--- src/rtl/rwb_ctl.sv ---
// Register write-back controller: merges ALU results with queued load results onto RAM port A.
// ALU writes have priority; loads wait in an in-order FIFO and are squashed by younger ALU writes.
module rwb_ctl #(
  parameter int AW  = 5,
  parameter int DW  = 32,
  parameter int FAW = 2
) (
  input  logic          clk_i,
  input  logic          rst_i,
  input  logic          ena_i,
  input  logic          alu_stb_i,
  input  logic [AW-1:0] alu_adr_i,
  input  logic [DW-1:0] alu_dat_i,
  input  logic          lsu_stb_i,
  input  logic [AW-1:0] lsu_adr_i,
  input  logic [DW-1:0] lsu_dat_i,
  output logic          lsu_ack_o,
  output logic [AW-1:0] adr_o,
  output logic [DW-1:0] dat_o,
  output logic          wre_o,
  input  logic [AW-1:0] hzd_adr_i,
  output logic          hzd_o,
  output logic [FAW:0]  cnt_o
);

  localparam int DEPTH = 1 << FAW;

  logic [DEPTH-1:0] vld_r;
  logic [AW-1:0]    adr_r [DEPTH];
  logic [DW-1:0]    dat_r [DEPTH];
  logic [FAW:0]     wptr_r;
  logic [FAW:0]     rptr_r;
  logic [AW-1:0]    hold_adr_r;
  logic [DW-1:0]    hold_dat_r;

  logic [FAW-1:0]   head_s;
  logic [FAW-1:0]   tail_s;
  logic             empty_s;
  logic             full_s;
  logic             push_s;
  logic             pop_s;
  logic             hit_s;

  // FIFO status and push/pop decisions
  always_comb begin
    head_s  = rptr_r[FAW-1:0];
    tail_s  = wptr_r[FAW-1:0];
    empty_s = (wptr_r == rptr_r);
    full_s  = ((wptr_r ^ rptr_r) == {1'b1, {FAW{1'b0}}});
    push_s  = ena_i & ~rst_i & lsu_stb_i & ~full_s;
    pop_s   = ena_i & ~rst_i & ~alu_stb_i & ~empty_s;
  end

  // Port A mux: ALU first, then FIFO head; idle cycles keep the last driven address/data
  always_comb begin
    adr_o = hold_adr_r;
    dat_o = hold_dat_r;
    wre_o = 1'b0;
    if (alu_stb_i) begin
      adr_o = alu_adr_i;
      dat_o = alu_dat_i;
      wre_o = ena_i & ~rst_i;
    end else if (!empty_s && vld_r[head_s]) begin
      adr_o = adr_r[head_s];
      dat_o = dat_r[head_s];
      wre_o = ena_i & ~rst_i;
    end else begin
      wre_o = 1'b0;
    end
  end

  // Hazard lookup over live entries, plus status outputs forced quiet during reset
  always_comb begin
    hit_s = 1'b0;
    for (int i = 0; i < DEPTH; i++) begin
      hit_s = hit_s | (vld_r[i] & (adr_r[i] == hzd_adr_i));
    end
    hzd_o     = hit_s & ~rst_i;
    lsu_ack_o = push_s;
    cnt_o     = rst_i ? {(FAW+1){1'b0}} : (wptr_r - rptr_r);
  end

  // FIFO state, squash of older same-register loads, and idle-value holding
  always_ff @(posedge clk_i) begin
    if (rst_i) begin
      wptr_r     <= {(FAW+1){1'b0}};
      rptr_r     <= {(FAW+1){1'b0}};
      vld_r      <= {DEPTH{1'b0}};
      hold_adr_r <= {AW{1'b0}};
      hold_dat_r <= {DW{1'b0}};
    end else begin
      hold_adr_r <= adr_o;
      hold_dat_r <= dat_o;
      if (ena_i) begin
        // The ALU result is younger than anything already queued for the same register
        for (int i = 0; i < DEPTH; i++) begin
          if (alu_stb_i && vld_r[i] && (adr_r[i] == alu_adr_i)) begin
            vld_r[i] <= 1'b0;
          end else begin
            vld_r[i] <= vld_r[i];
          end
        end
        if (pop_s) begin
          vld_r[head_s] <= 1'b0;
          rptr_r        <= rptr_r + (FAW+1)'(1);
        end else begin
          rptr_r <= rptr_r;
        end
        if (push_s) begin
          vld_r[tail_s] <= 1'b1;
          adr_r[tail_s] <= lsu_adr_i;
          dat_r[tail_s] <= lsu_dat_i;
          wptr_r        <= wptr_r + (FAW+1)'(1);
        end else begin
          wptr_r <= wptr_r;
        end
      end else begin
        wptr_r <= wptr_r;
        rptr_r <= rptr_r;
      end
    end
  end

endmodule

--- config.mk ---
export PLATFORM = sky130hd
export DESIGN_NAME = rwb_ctl
export DESIGN_NICKNAME = d
export VERILOG_FILES = /design/src/rtl/rwb_ctl.sv
export SDC_FILE = /design/constraint.sdc
export NUM_CORES = 1
export LEC_CHECK = 0
export BUFFER_PORTS_ARGS = -buffer_cell sky130_fd_sc_hd__buf_2
export CAP_MARGIN = 10
export CORE_MARGIN = 3
export CORE_UTILIZATION = 47
export DETAILED_ROUTE_END_ITERATION = 8
export GPL_ROUTABILITY_DRIVEN = 1
export GPL_TIMING_DRIVEN = 0
export PLACE_DENSITY = 0.79
export SYNTH_ARGS = -nofsm -noshare
export SYNTH_HDL_FRONTEND = slang
export SYNTH_SLANG_ARGS = --single-unit
--- constraint.sdc ---
create_clock -name clk_i -period 8.2 [get_ports clk_i]
set_clock_uncertainty 0.05 [all_clocks]
set_input_delay 0.41 -clock clk_i [delete_from_list [all_inputs] [get_ports clk_i]]
set_output_delay 0.41 -clock clk_i [all_outputs]
set_load 0.1 [all_outputs]
======== Yosys cells after proc, flatten, opt, wreduce, memory -nomap -nowiden ========
Memories as Yosys holds them, arrays and structs flattened. A register that Yosys moved wholly into a read port is not among the register bits.
Cells that the tools add are included.
storage, ports and cells
  register bits ........................... 47
  RAM bits ................................ 148
  input bits .............................. 84
  output and inout port bits .............. 43
  memories kept ........................... 2
memory list
  name   words  bits a word  rd ports  clocked after Yosys merged registers in  write ports  RTL line  RTL
  dat_r  4      32           1         1                                        1            30        logic [DW-1:0] dat_r [DEPTH];
  adr_r  4      5            5         1                                        1            29        logic [AW-1:0] adr_r [DEPTH];
operators by class
  add/sub/neg operators ................... 3
  $lt $le $gt $ge ......................... 4
  equality and inequality tests ........... 10
  muxes and demuxes ....................... 37
  bitwise logic cells ..................... 21
  reductions and logical operators ........ 14
operators by type and width
  cell                                                                   count
  32-bit 2-to-1 mux                                                      2
  5-bit equality test                                                    8
  1-bit 2-to-1 mux                                                       21
  4-bit 2-to-1 mux                                                       4
  1-bit logical AND                                                      11
  1-bit bitwise AND                                                      10
  5-bit 2-to-1 mux                                                       2
  2-bit 2-to-1 mux                                                       4
  3-bit by 1-bit adder with 3-bit output, second input constant          2
  2-bit by 3-bit < comparator with 1-bit output, second input constant   2
  4-bit bitwise AND                                                      1
  1-bit demux with 2-bit select                                          2
  2-bit by 1-bit >= comparator with 1-bit output, second input constant  2
  1-bit inverter                                                         4
  4-bit inverter                                                         1
  4-bit OR                                                               1
  2-bit AND reduction                                                    2
  3-bit equality test                                                    1
  3-bit equality test, second input constant                             1
  3-bit 2-to-1 mux                                                       1
  1-bit OR                                                               3
  3-bit subtractor                                                       1
  3-bit bitwise XOR                                                      1
  1-bit binary-select mux with 2-bit select                              1
  1-bit zero test                                                        1

======== Logic depth before layout (Yosys ltp) ========
  word-level depth ........................ 11
  gate-level depth with buffers ........... 8
  mapped depth without buffers ............ 6

======== Worst setup path after synthesis ========
Ideal clock, no wire load.
  path type ............................... register to register
  from .................................... register rptr_r[1]
  to ...................................... memory adr_r[3][0], enable pin
  arrival ................................. 4,069 ps
  setup slack ............................. 3,574 ps
  cell stages (with the launch flop) ...... 4
  path buffers ............................ 0
  period minus slack after synthesis ...... 4,626 ps
  cells stage by stage .................... dfxtp_1 -> inv_1 -> ha_1 -> a311oi_1
on the way
  longest elaborated chain between the ends .. 8
RTL lines
  element                                 RTL line  RTL
  start, declared                         32        logic [FAW:0] rptr_r;
  start signal, assigned                  87        rptr_r <= {(FAW+1){1'b0}};
  start signal, assigned                  105       rptr_r <= rptr_r + (FAW+1)'(1);
  start signal, assigned                  107       rptr_r <= rptr_r;
  3-bit bitwise XOR                       49        full_s = ((wptr_r ^ rptr_r) == {1'b1, {FAW{1'b0}}});
  3-bit equality test                     49
  1-bit inverter                          50        push_s = ena_i & ~rst_i & lsu_stb_i & ~full_s;
  1-bit bitwise AND                       50
  1-bit 2-to-1 mux                        109       if (push_s) begin
  1-bit 2-to-1 mux                        94        if (ena_i) begin
  1-bit 2-to-1 mux                        85        if (rst_i) begin
  1-bit 2-to-1 mux (implied by the code)  111       adr_r[tail_s] <= lsu_adr_i;
  end, declared                           29
No other way between the ends.

======== Final worst setup path ========
  from .................................... register rptr_r[1]
  to ...................................... output adr_o[4]
on the way
  longest elaborated chain between the ends .. 5
RTL lines
  element                                                                                  RTL line  RTL
  1-bit binary-select mux with 2-bit select / 3-bit equality test (equally long branches)  63, 48
  1-bit 2-to-1 mux (implied by the code) / 1-bit zero test (equally long branches)         63        end else if (!empty_s && vld_r[head_s]) begin
  1-bit logical AND *                                                                      63
  5-bit 2-to-1 mux *                                                                       63
  5-bit 2-to-1 mux *                                                                       59        if (alu_stb_i) begin
  end, declared                                                                            18        output logic [AW-1:0] adr_o,
Every way passes the cells marked *; elsewhere a longest branch is shown, timed or not. The select of a mux whose other input is x is not followed.

==> impl_metrics.toml <==
[outcome]
run_status = "finished, final reports clean"

[sta]
fin_tns_setup_ps = 0
report.final.hold_viol_count = 0
setup_repair_after_global_routing_missed_its_margin = "no"
final_max_slew_viol_count = 0
final.min_clock_period_ps = 3624
finalSetupViolCount = 0
worst-slew-pin-transition_ps = 862.8
final_min_period_over_clock_period_pct = 44.20
slew-limit-headroom_pct = 42.48
clock.fmax_mhz = 275.9
holdWs_ps = 133.8

[clock_network]
clock_tree.root_cell = "sky130_fd_sc_hd__clkbuf_16"
cts_num_sinks = 197
post-cts-setup-buffers = 0
numCtsBuffers = 17
tritoncts = "done"
max-clock-path-buffers = 2
worst_skew_pair_later_pin_latency_ps = 430
cts.hold.buffers_added = 0
cts_resized = 0
number_of_h_tree_branching_levels = 4
clk_pin_slew_ps = 80

[placed_design]
port-buffer-count = 119
total_placed_instance_area_mm2 = 0.009801
gp_congestion = 0.8941
dp_hpwl_mm = 15.11

[critical_path]
crit-reg2reg-launch = "rptr_r[1]$_SDFFE_PP0P_"
arrival_ps = 3160
worstSetupStartpoint = "rptr_r[1]$_SDFFE_PP0P_"
rr_worst_depth = 5
cp-endpoint = "adr_o[4]"
endpoint_kind = "output port"
reg2reg_slack_ps = 5350
setup.worst_path.class = "flip-flop to output port"
worstPathRequired_ps = 7740
worst-path-max-fanout = 10
critPathLaunchType = "flip-flop"
r2r_end = "dat_r[0][24]$_DFFE_PP_"

[detailed_routing]
drt_first_iter_violations = 442
detail-route-antenna-nets = 0
vias = 5545
vias_per_cell = 5.740
route.detailed.drc = 0
detailedRoute.firstPassIterationCount = 5
routed_wire_length_per_instance_um = 21.91
routed_wl_mm = 21.16

[power_and_ir_drop]
power_density_mw_per_mm2 = 215.3
vdd_ir_drop_max_v = 0.0001669
total_leakage_power_nw = 4.089

[worst_hold_path]
hold-path-cell-count = 1
hold_path_class = "primary input to flip-flop"

[floorplanning]
pin_count = 127
die_area_mm2 = 0.02033
floorplan.core_area_mm2 = 0.01815
dieWidth_um = 142.6
die_h_um = 142.6
floorplan.rows = 49
initial_standard_cell_utilization_of_the_core_pct = 48.32

[yosys]
synth_enable_flop_cells = 148
yosysUniqueCellTypes = 37
synthesis.nets = 673
yosys_warnings = 0
postSynth.asyncResetShare_pct = 0
synth_seq_cells = 197
average_size_of_a_mapped_cell_um2 = 15.17
yosysSeqAreaShare_pct = 61.86
synth_cells = 578
syn_area_mm2 = 0.008770
dominantRegCellSynth = "sky130_fd_sc_hd__edfxtp_1"

[cells_and_area]
most_common_cell_after_layout_fill_and_taps_aside = "sky130_fd_sc_hd__edfxtp_1"
fin_nets = 817
mostFrequentLayoutCells = "sky130_fd_sc_hd__edfxtp_1 (148), sky130_fd_sc_hd__buf_2 (128), sky130_fd_sc_hd__dfxtp_1 (49), sky130_fd_sc_hd__nor2_1 (46)"
final_instance_area_mm2 = 0.01035
area_growth_pct = 18.08
finish.utilization_pct = 57.06
drive_gt1_share_pct = 34.15

[grt]
grt_pass1_wl_mm = 32.71
antenna_found_initial = 0
grt_max_degree = 23
grt.total_usage_pct = 21.30
grt_pass1_vias = 5911
grt_overflow = 0

[job]
max-cap-violations = 0
-- sequential cells by signal (all words and copies together), names as in the netlist, named ones only --
name and count:
adr_r 20, dat_r 128, hold_adr_r 5, hold_dat_r 32, rptr_r 3, vld_r 4, wptr_r 3
-- Yosys cell counts (8+ instances only) --
master,instances,share of area [%]
sky130_fd_sc_hd__mux4_2,38,9.8
sky130_fd_sc_hd__edfxtp_1,148,51
sky130_fd_sc_hd__buf_2,9,0.51
sky130_fd_sc_hd__nor2_1,46,2.0
sky130_fd_sc_hd__nor2b_1,38,2.7
sky130_fd_sc_hd__clkbuf_1,21,0.90
sky130_fd_sc_hd__a211oi_2,30,4.3
sky130_fd_sc_hd__ha_1,10,1.4
sky130_fd_sc_hd__xor2_1,33,3.3
sky130_fd_sc_hd__o211a_1,38,4.3
sky130_fd_sc_hd__xnor2_1,12,1.2
sky130_fd_sc_hd__nor4_1,8,0.57
sky130_fd_sc_hd__nor3_1,37,2.1
sky130_fd_sc_hd__dfxtp_1,49,11
-- worst min path at each step --
stage / to / from
floorplan: vld_r[2]$_SDFFE_PP0P_ / vld_r[2]$_SDFFE_PP0P_
global placement: vld_r[0]$_SDFFE_PP0P_ / vld_r[0]$_SDFFE_PP0P_
detailed placement: vld_r[2]$_SDFFE_PP0P_ / vld_r[2]$_SDFFE_PP0P_
finish: dat_r[1][28]$_DFFE_PP_ / lsu_dat_i[28]
CTS: dat_r[2][28]$_DFFE_PP_ / lsu_dat_i[28]
global route: adr_r[2][3]$_DFFE_PP_ / lsu_adr_i[3]
-- per-stage QoR --
step | total power, mW | setup WS (ps) | instances
global route | 2.303 | 4451 | 964
CTS | 2.238 | 4640 | 964
global placement | 1.466 | 789.7 | 926
detailed placement | 1.476 | 5129 | 932
floorplan | 1.387 | 3574 | 578
finish | 2.229 | 4576 | 966
-- power by group --
part / total (mW) / internal [mW] / switching (mW)
Clock: 0.774 / 0.397 / 0.377
Combinational: 0.351 / 0.0887 / 0.262
Sequential: 1.10 / 1.09 / 0.0102
Total: 2.23 / 1.58 / 0.649
-- metal layers --
metal	global-route usage, %	up-vias	share of wire (%)
li1	-	2528	-
met1	28.05	2743	41
met2	35.73	245	50
met3	4.099	29	6.6
met4	7.104	0	2.0
met5	0	-	0
-- final cells by class --
| type | count | area (um2) |
|---|---|---|
| repair buffers | 125 | 723.2 |
| diodes | 2 | 5.005 |
| multi-input cells | 331 | 3095 |
| flip-flops and latches | 197 | 5425 |
| clock buffers | 18 | 429.2 |
| plain buffers | 44 | 247.7 |
| fillers | 1436 | 7792 |
| inverters | 6 | 22.52 |
| clock inverters | 14 | 120.1 |
| well taps | 229 | 286.5 |
-- critical path: stages (launching register included) --
cell	delay (ps)
sky130_fd_sc_hd__dfxtp_1	480
sky130_fd_sc_hd__inv_1	140
sky130_fd_sc_hd__ha_1	360
sky130_fd_sc_hd__nand2_1	230
sky130_fd_sc_hd__clkbuf_1	510
sky130_fd_sc_hd__o211a_1	210
sky130_fd_sc_hd__a211oi_1	60
sky130_fd_sc_hd__nor2_1	260
sky130_fd_sc_hd__buf_2	480
-- kinds of logic after synthesis --
kind of cell | Yosys count | share of synthesized area (%)
adders and majority gates | 11 | 1.655
and+or+nand+nor | 149 | 8.575
AOI/OAI and AO/OA | 86 | 10.27
muxes | 39 | 9.873
DFF | 197 | 61.86
buffers and inverters | 50 | 3.082
xor gates and xnor gates | 46 | 4.680
Power figures use the tool's default switching activity.
